### src/rtl/tpu_pkg.sv
// Shared types and sizing for the TPU weight-load path.
package tpu_pkg;

    localparam int unsigned WEIGHT_W    = 8;
    localparam int unsigned WFIFO_DEPTH = 4;

    typedef enum logic [1:0] {
        LD_IDLE,
        LD_STREAM,
        LD_DONE
    } ld_state_t;

endpackage

### src/rtl/weight_credit_counter.sv
// Occupancy tracker for one weight FIFO: counts issued pushes against observed pops,
// saturating at zero and flagging (sticky) any pop seen while the FIFO is empty.
module weight_credit_counter
    import tpu_pkg::*;
#(
    parameter int unsigned DEPTH = WFIFO_DEPTH,
    parameter int unsigned OCC_W = $clog2(DEPTH + 1)
) (
    input  logic             clk,
    input  logic             rst,
    input  logic             inc,
    input  logic             dec,
    output logic [OCC_W-1:0] occ,
    output logic             has_space,
    output logic             uflow
);

    logic [OCC_W-1:0] occ_q;
    logic             uflow_q;

    // Simultaneous inc/dec cancel; a pop on an empty FIFO never wraps the count.
    always_ff @(posedge clk) begin
        if (rst) begin
            occ_q   <= '0;
            uflow_q <= 1'b0;
        end else begin
            if (dec && (occ_q == '0)) begin
                uflow_q <= 1'b1;
            end
            if (inc && !dec) begin
                occ_q <= occ_q + OCC_W'(1);
            end else if (dec && !inc && (occ_q != '0)) begin
                occ_q <= occ_q - OCC_W'(1);
            end
        end
    end

    assign occ       = occ_q;
    assign has_space = (occ_q < OCC_W'(DEPTH));
    assign uflow     = uflow_q;

endmodule

### src/rtl/weight_stream_loader.sv
// Streams DDR weight bytes into the per-column MMU weight FIFOs in row-major,
// column-ascending order, never pushing into a FIFO whose tracked occupancy is full.
module weight_stream_loader
    import tpu_pkg::*;
#(
    parameter int unsigned N_COLS = 2,
    parameter int unsigned DEPTH  = WFIFO_DEPTH,
    parameter int unsigned ROWS_W = 8
) (
    input  logic                clk,
    input  logic                rst,
    input  logic                cmd_valid,
    output logic                cmd_ready,
    input  logic [ROWS_W-1:0]   cmd_rows,
    input  logic                in_valid,
    output logic                in_ready,
    input  logic [WEIGHT_W-1:0] in_data,
    output logic [N_COLS-1:0]   fifo_push,
    output logic [WEIGHT_W-1:0] fifo_data,
    input  logic [N_COLS-1:0]   fifo_pop,
    output logic                busy,
    output logic                done,
    output logic                err_uflow
);

    localparam int unsigned COL_W = (N_COLS > 1) ? $clog2(N_COLS) : 1;
    localparam int unsigned OCC_W = $clog2(DEPTH + 1);

    ld_state_t           state_q;
    logic [COL_W-1:0]    col_q;
    logic [ROWS_W-1:0]   row_q;
    logic [ROWS_W-1:0]   rows_q;
    logic [N_COLS-1:0]   fifo_push_q;
    logic [WEIGHT_W-1:0] fifo_data_q;
    logic                done_q;

    logic [N_COLS-1:0]   inc;
    logic [N_COLS-1:0]   space;
    logic [N_COLS-1:0]   uflow;
    logic [OCC_W-1:0]    occ [N_COLS];
    logic                accept;
    logic                last_col;
    logic                last_row;

    assign cmd_ready = (state_q == LD_IDLE);
    assign busy      = (state_q == LD_STREAM);
    assign in_ready  = busy && space[col_q];
    assign accept    = in_valid && in_ready;
    assign last_col  = (col_q == COL_W'(N_COLS - 1));
    assign last_row  = (row_q == (rows_q - ROWS_W'(1)));
    assign inc       = accept ? (N_COLS'(1) << col_q) : '0;

    // Credits are taken at accept time, one cycle ahead of the registered push.
    for (genvar c = 0; c < N_COLS; c++) begin : g_col
        weight_credit_counter #(
            .DEPTH (DEPTH),
            .OCC_W (OCC_W)
        ) u_credit (
            .clk       (clk),
            .rst       (rst),
            .inc       (inc[c]),
            .dec       (fifo_pop[c]),
            .occ       (occ[c]),
            .has_space (space[c]),
            .uflow     (uflow[c])
        );

        occ_bound_a: assert property (@(posedge clk) disable iff (rst)
            occ[c] <= OCC_W'(DEPTH));
    end

    always_ff @(posedge clk) begin
        if (rst) begin
            state_q     <= LD_IDLE;
            col_q       <= '0;
            row_q       <= '0;
            rows_q      <= '0;
            fifo_push_q <= '0;
            fifo_data_q <= '0;
            done_q      <= 1'b0;
        end else begin
            fifo_push_q <= inc;
            done_q      <= 1'b0;
            if (accept) begin
                fifo_data_q <= in_data;
            end
            case (state_q)
                LD_IDLE: begin
                    if (cmd_valid) begin
                        rows_q <= cmd_rows;
                        col_q  <= '0;
                        row_q  <= '0;
                        if (cmd_rows == '0) begin
                            state_q <= LD_DONE;
                            done_q  <= 1'b1;
                        end else begin
                            state_q <= LD_STREAM;
                        end
                    end
                end
                LD_STREAM: begin
                    if (accept) begin
                        if (last_col) begin
                            col_q <= '0;
                            row_q <= row_q + ROWS_W'(1);
                            // done lines up with the push of the final byte
                            if (last_row) begin
                                state_q <= LD_DONE;
                                done_q  <= 1'b1;
                            end
                        end else begin
                            col_q <= col_q + COL_W'(1);
                        end
                    end
                end
                LD_DONE: begin
                    state_q <= LD_IDLE;
                end
                default: begin
                    state_q <= LD_IDLE;
                end
            endcase
        end
    end

    assign fifo_push = fifo_push_q;
    assign fifo_data = fifo_data_q;
    assign done      = done_q;
    assign err_uflow = |uflow;

endmodule
### config.mk
export PLATFORM = sky130hd
export DESIGN_NAME = weight_stream_loader
export DESIGN_NICKNAME = d
export VERILOG_FILES = /design/src/rtl/tpu_pkg.sv /design/src/rtl/weight_credit_counter.sv /design/src/rtl/weight_stream_loader.sv
export SDC_FILE = /design/constraint.sdc
export NUM_CORES = 1
export LEC_CHECK = 0
export ABC_AREA = 0
export CAP_MARGIN = 20
export CORE_ASPECT_RATIO = 2
export CORE_MARGIN = 2
export CORE_UTILIZATION = 30
export DETAILED_ROUTE_END_ITERATION = 8
export PLACE_DENSITY = 0.6
export SLEW_MARGIN = 20
export SYNTH_ARGS = -nofsm -noshare
export SYNTH_HDL_FRONTEND = slang
export SYNTH_HIERARCHICAL = 1
export SYNTH_SLANG_ARGS = --single-unit
export TNS_END_PERCENT = 10
### constraint.sdc
create_clock -name clk -period 3.93 [get_ports clk]
set_input_delay 1.179 -clock clk [delete_from_list [all_inputs] [get_ports clk]]
set_output_delay 1.179 -clock clk [all_outputs]
set_load 0.02 [all_outputs]
# --- Word level (Yosys, flattened, before mapping) ---
# Index checks and enable logic that the tools add are counted.
op_classes:
  add_sub_neg: 7
  magnitude_cmp: 3
  n_eq_ne: 6
  shift: 1
  mux: 27
  n_reduce_logical: 28
ops:
  columns: ["operator", "count"]
  rows:
  - ["$mux 8", 3]
  - ["$pmux 8 s2", 1]
  - ["$mux 2", 6]
  - ["$mux 3", 4]
  - ["$logic_and 1x1->1", 10]
  - ["$mux 1", 10]
  - ["$add 8x1->8 const B", 1]
  - ["$eq 8x8->1", 1]
  - ["$logic_not 8->1", 1]
  - ["$reduce_and 4->1", 2]
  - ["$sub 8x1->8 const B", 1]
  - ["$add 3x1->3 const B", 2]
  - ["$logic_not 3->1", 2]
  - ["$lt 3x3->1 const B", 2]
  - ["$ne 2x1->1 const B", 3]
  - ["$reduce_bool 2->1", 3]
  - ["$reduce_bool 3->1", 2]
  - ["$sub 3x1->3 const B", 2]
  - ["$logic_not 1->1", 4]
  - ["$pmux 1 s2", 2]
  - ["$pmux 2 s2", 1]
  - ["$reduce_and 3->1", 1]
  - ["$eq 2x1->1 const B", 1]
  - ["$logic_not 2->1", 1]
  - ["other kinds (6)", 6]
totals:
  register_bits: 38
  input_bits: 22
  out_inout_bits: 15
  elab_cells: 83

# --- Logic depth before layout (Yosys ltp) ---
logic_depth:
  ltp_word: 11
  mapped_depth: 11
  depth_no_buf: 10

# --- By module ---
# Netlist, hierarchy kept.
by_module_without_submodules:
  columns: ["module", "instances", "cells_each", "area_each_um2"]
  rows:
  - ["weight_stream_loader", 1, 162, 1453.9]
  - ["weight_credit_counter", 2, 25, 231.5]

# --- Worst setup path after synthesis ---
# OpenSTA, ideal clock, no wires.
synth_timing:
  kind: "input port to flip-flop"
  startpoint: "input port in_valid"
  endpoint: "register g_col[0].u_credit.occ_q[2]"
  setup_time_ns: 0.070
  t_arrival_ns: 2.766
  required_ns: 3.860
  path_slack_ns: 1.094
  cell_stages: 7
  path_cell_list: "nand2_1 buf_2 nor2_1 or2b_1 fa_1 o32a_1 a21oi_1"
synth_via:
  elab_chain_cells: 6
synth_rtl:
  columns: ["element", "line", "text"]
  rows:
  - ["from (decl)", "weight_stream_loader.sv:15", "input logic in_valid,"]
  - ["$logic_and 1x1->1 (*)", "weight_stream_loader.sv:48", "assign accept = in_valid && in_ready;"]
  - ["$mux 2 (*)", "weight_stream_loader.sv:51", "assign inc = accept ? (N_COLS'(1) << col_q) : '0;"]
  - ["net inc[0]", "weight_stream_loader.sv:37", "logic [N_COLS-1:0] inc;"]
  - ["$logic_not 1->1", "weight_credit_counter.sv:32", "end else if (dec && !inc && (occ_q != '0)) begin"]
  - ["$logic_and 1x1->1 (2 in a row)", "weight_credit_counter.sv:32", null]
  - ["$reduce_bool 2->1 (no line)", null, null]
  - ["to (signal assigned)", "weight_credit_counter.sv:31", "occ_q <= occ_q + OCC_W'(1);"]
  - ["to (signal assigned)", "weight_credit_counter.sv:33", "occ_q <= occ_q - OCC_W'(1);"]
  - ["to (decl)", "weight_credit_counter.sv:18", "logic [OCC_W-1:0] occ_q;"]
# Mark *: on every way through the listed nets, which the timed path passes. The rest lies on a longest branch.
# A chain may end at the register's enable or synchronous reset.

# --- Worst setup path after layout ---
layout_timing:
  startpoint: "input port in_valid"
  endpoint: "register g_col[1].u_credit.occ_q[2]"
layout_via:
  elab_chain_cells: 6
layout_rtl:
  columns: ["element", "line"]
  rows:
  - ["$logic_and 1x1->1 (*)", "weight_stream_loader.sv:48"]
  - ["$mux 2 (*)", "weight_stream_loader.sv:51"]
  - ["net inc[1]", "weight_stream_loader.sv:37"]
  - ["$logic_not 1->1", "weight_credit_counter.sv:32"]
  - ["$logic_and 1x1->1 (2 in a row)", "weight_credit_counter.sv:32"]
  - ["$reduce_bool 2->1 (no line)", null]
  - ["to (signal assigned)", "weight_credit_counter.sv:31"]
  - ["to (signal assigned)", "weight_credit_counter.sv:33"]
  - ["to (decl)", "weight_credit_counter.sv:18"]
# Marked as above.

==> summary.txt <==
Place
  – Input/output buffers: 36
  – Dpl cells: 328
  – Routability cong.: roughly 0.80
  – Placed wire-length estimate after detailed placement: 3399 um
  – Placed inst area: between 2000 and 2500 um^2

Synth
  – Yosys cell types: 45
  – Primary flip-flop cell chosen by synthesis mapping: sky130_fd_sc_hd__dfxtp_1
  – Sequential fraction of the synthesis area: between 30% and 40%
  – Number of instances in the synthesized netlist: 212
  – Count of state elements after synthesis: 38
  – Area leader, netlist: sky130_fd_sc_hd__dfxtp_1
  – Number of synthesized flops with an enable pin: 0
  – Top-count cell post-synth: sky130_fd_sc_hd__dfxtp_1
  – Mean instance size in the synthesized netlist: approximately 9 um^2
  – Asr flop ratio synth: 0%
  – Top cells by count, synth: 38 x sky130_fd_sc_hd__dfxtp_1, 36 x sky130_fd_sc_hd__nor2_1, 15 x sky130_fd_sc_hd__mux2i_1, 13 x sky130_fd_sc_hd__a21oi_1, 11 x sky130_fd_sc_hd__inv_1
  – Synthesis Warnings: 6
  – Largest cells by area after synthesis: sky130_fd_sc_hd__dfxtp_1 40%, sky130_fd_sc_hd__mux2i_1 7.8%, sky130_fd_sc_hd__nor2_1 7.0%
  – Area of the mapped netlist: ~1900 um^2
  – Share of the synthesized area in the top cell type: between 30% and 40%
  – Synthesized Nets: 238

Critical path
  – Startpoint class of the critical path: input port
  – Cell with the biggest individual delay on the critical path: sky130_fd_sc_hd__clkdlybuf4s50_1
  – Start-to-end type of the worst setup path: input port to register
  – Maximum fanout count along the critical path: 10
  – Worst Setup End Kind: register
  – Max incr delay on CP: 500 ps
  – Launching point of the worst reg2reg path: state_q[1]
  – List of cells traversed by the critical path: clkdlybuf4s50_1 > nand3_1 > nor2_1 > buf_4 > or2b_1 > fa_1 > o32a_1 > a21oi_1
  – Crit path launch: in_valid
  – Required time at the worst-slack endpoint: just over 4000 ps
  – Data arrival, critical path: roughly 3200 ps

Run
  – Count of maximum capacitance violations: 0

Timing
  – Highest clock rate: approximately 330 MHz
  – Fin crit period: ~3000 ps
  – RSZ-0062 raised after global routing: false
  – Final count of hold timing violations: 0
  – Slew @ Worst Pin: 654.6 ps
  – Max-slew violation total from the final report: 0
  – Final Cycle Share: 77.05%
  – Worst Hold Margin: roughly 470 ps
  – Final total negative setup slack: 0 ps
  – Worst Clk Skew: approximately 4.1 ps
  – Setup Viol. Count Final: 0
  – Slew headroom: roughly 56%

Status
  – Outcome: finished, final reports clean

Clock tree
  – Longest Clk Path Bufs: 2
  – TritonCTS buffer count: 5
  – Setup repair bufs after CTS: 0
  – Clock latency on the worst-skew pair: around 290 ps
  – CTS H-Tree Depth: 2
  – Clock tree from TritonCTS: built
  – Master cell of the clock root buffer: sky130_fd_sc_hd__clkbuf_16
  – Clock slew seen by the registers of the worst setup and hold paths: ~60 ps
  – Total clock sinks: 38
  – Number of buffers inserted by hold repair at cts: 0
  – Post-CTS resize count: 0

Route
  – Via count normalized by instance count: 4.878
  – Average detailed-routed wire length per instance: roughly 13 um
  – 1st-iter DRT viols: 44
  – Antenna-violating nets left: 0
  – Total number of vias: 1,639
  – Remaining design rule violation count: 0
  – DRT Pass-1 Iters: 4
  – Total detailed-routing wirelength: about 4400 um

Floorplanning
  – Placeable core region: about 6300 um^2
  – Initial Util: between 30% and 40%
  – Die area: just over 7000 um^2
  – Site row count: 41
  – Boundary Pins: 37
  – Die Y: approximately 120 um
  – Chip width: approximately 61 um

Global routing
  – Initial antenna violation count: 0
  – Largest net degree at the start of global routing: 24
  – Vias in the first global route: 1,588
  – Met1 track demand over resource in global routing: a little over an eighth
  – GRT Total Usage: 13.58%
  – First-pass GRT wire length: 7141 um
  – Global-route met2 utilization: approximately 26%
  – Top Usage Layer GRT: met2
  – Met3 Usage GRT: roughly 2.5%
  – Total congestion overflow after global routing: 0

Cells and area
  – Non-filler instance count after layout: between 300 and 400
  – Non-Filler Cell Area, Final: ~2500 um^2
  – Area of combinational cells with multiple inputs: between 1000 and 1500 um^2
  – Register Area: between 700 and 800 um^2
  – Final Net Count: approximately 280
  – Number of antenna diodes: 0
  – Fraction of final layout cells with drive strength greater than 1: a little under 9%
  – FILL cells: about 680
  – Area delta synth->final: 31.46%
  – Share of the core filled with cells: 40.26%

Min path
  – Worst hold start: g_col[1].u_credit/uflow
  – Hold Path Class: register to register

Power and ir drop
  – Worst VDD drop: approximately 230 uV
  – Leakage power figure: 0.9887 nW
  – Total power per unit cell area: slightly below 400 nW/um^2
==> kinds of logic after synthesis <==
| kind of cell | share of synthesized area, % |
|---|---|
| buf+inv | 4.177 |
| compound gates | 15.41 |
| fa+ha+maj | 3.394 |
| mux | 8.420 |
| simple gates | 20.23 |
| flops | 39.69 |
| xor+xnor | 8.681 |
==> report_power, final <==
| part | internal [mW] | switching, mW |
|---|---|---|
| registers | 0.404 | 0.0214 |
| clock network | 0.251 | 0.162 |
| logic | 0.0865 | 0.0768 |
| total | 0.742 | 0.260 |
==> critical path: cells and delay by family <==
family,cells,cell delay [ps]
fa+ha+maj,1,410
buf+inv,2,670
compound gates,2,470
simple gates,3,500
==> through the flow <==
step | power (mW) | setup slack (ps)
CTS | 1.012 | 898.7
detailed placement | 0.5987 | 602.8
finish | 1.002 | 901.8
global placement | 0.5961 | 660.8
global route | 1.042 | 773.9
floorplan | 0.5330 | 1094
==> final cells by class <==
type / instances / area share, %
multi-input combinational: 154 / 42.70
sequential: 38 / 30.19
timing repair buffer: 39 / 15.19
clock buffer: 6 / 5.511
tap: 86 / 4.270
inverter: 11 / 1.639
clock inverter: 2 / 0.4965
==> layer usage <==
metal	up-vias	part of all wire [%]
met5	-	0
met4	0	2.9
met3	9	3.5
met2	34	57
met1	788	37
li1	808	-
==> placed cells by master (no fill, tap or decap), drive strengths merged, types with 4 or more instances in the layout <==
cell	count
xnor2	10
inv	11
mux2i	15
clkdlybuf4s50	36
nand2b	5
o21bai	4
a21oi	13
dfxtp	38
o21ai	4
nand4	5
nor2	36
xor2	9
nand2	6
clkbuf	6
==> registers in the layout, indices dropped and copies added, names as in the netlist <==
name                  flops
g_col.u_credit/occ        6
state_q                   2
fifo_data                 8
fifo_push                 2
row_q                     8
g_col.u_credit/uflow      2
col_q                     1
done                      1
rows_q                    8
==> path summary, 6_finish.rpt <==
path	slack [ps]	to	cells after the start
setup / recovery	900	g_col[1].u_credit/occ[2]	8
hold / removal	470	g_col[1].u_credit/uflow	2
setup reg to reg	1560	g_col[0].u_credit/occ[2]	8
hold reg to reg	470	g_col[1].u_credit/uflow	2
Note: power is estimated with default switching activity, not from simulation.
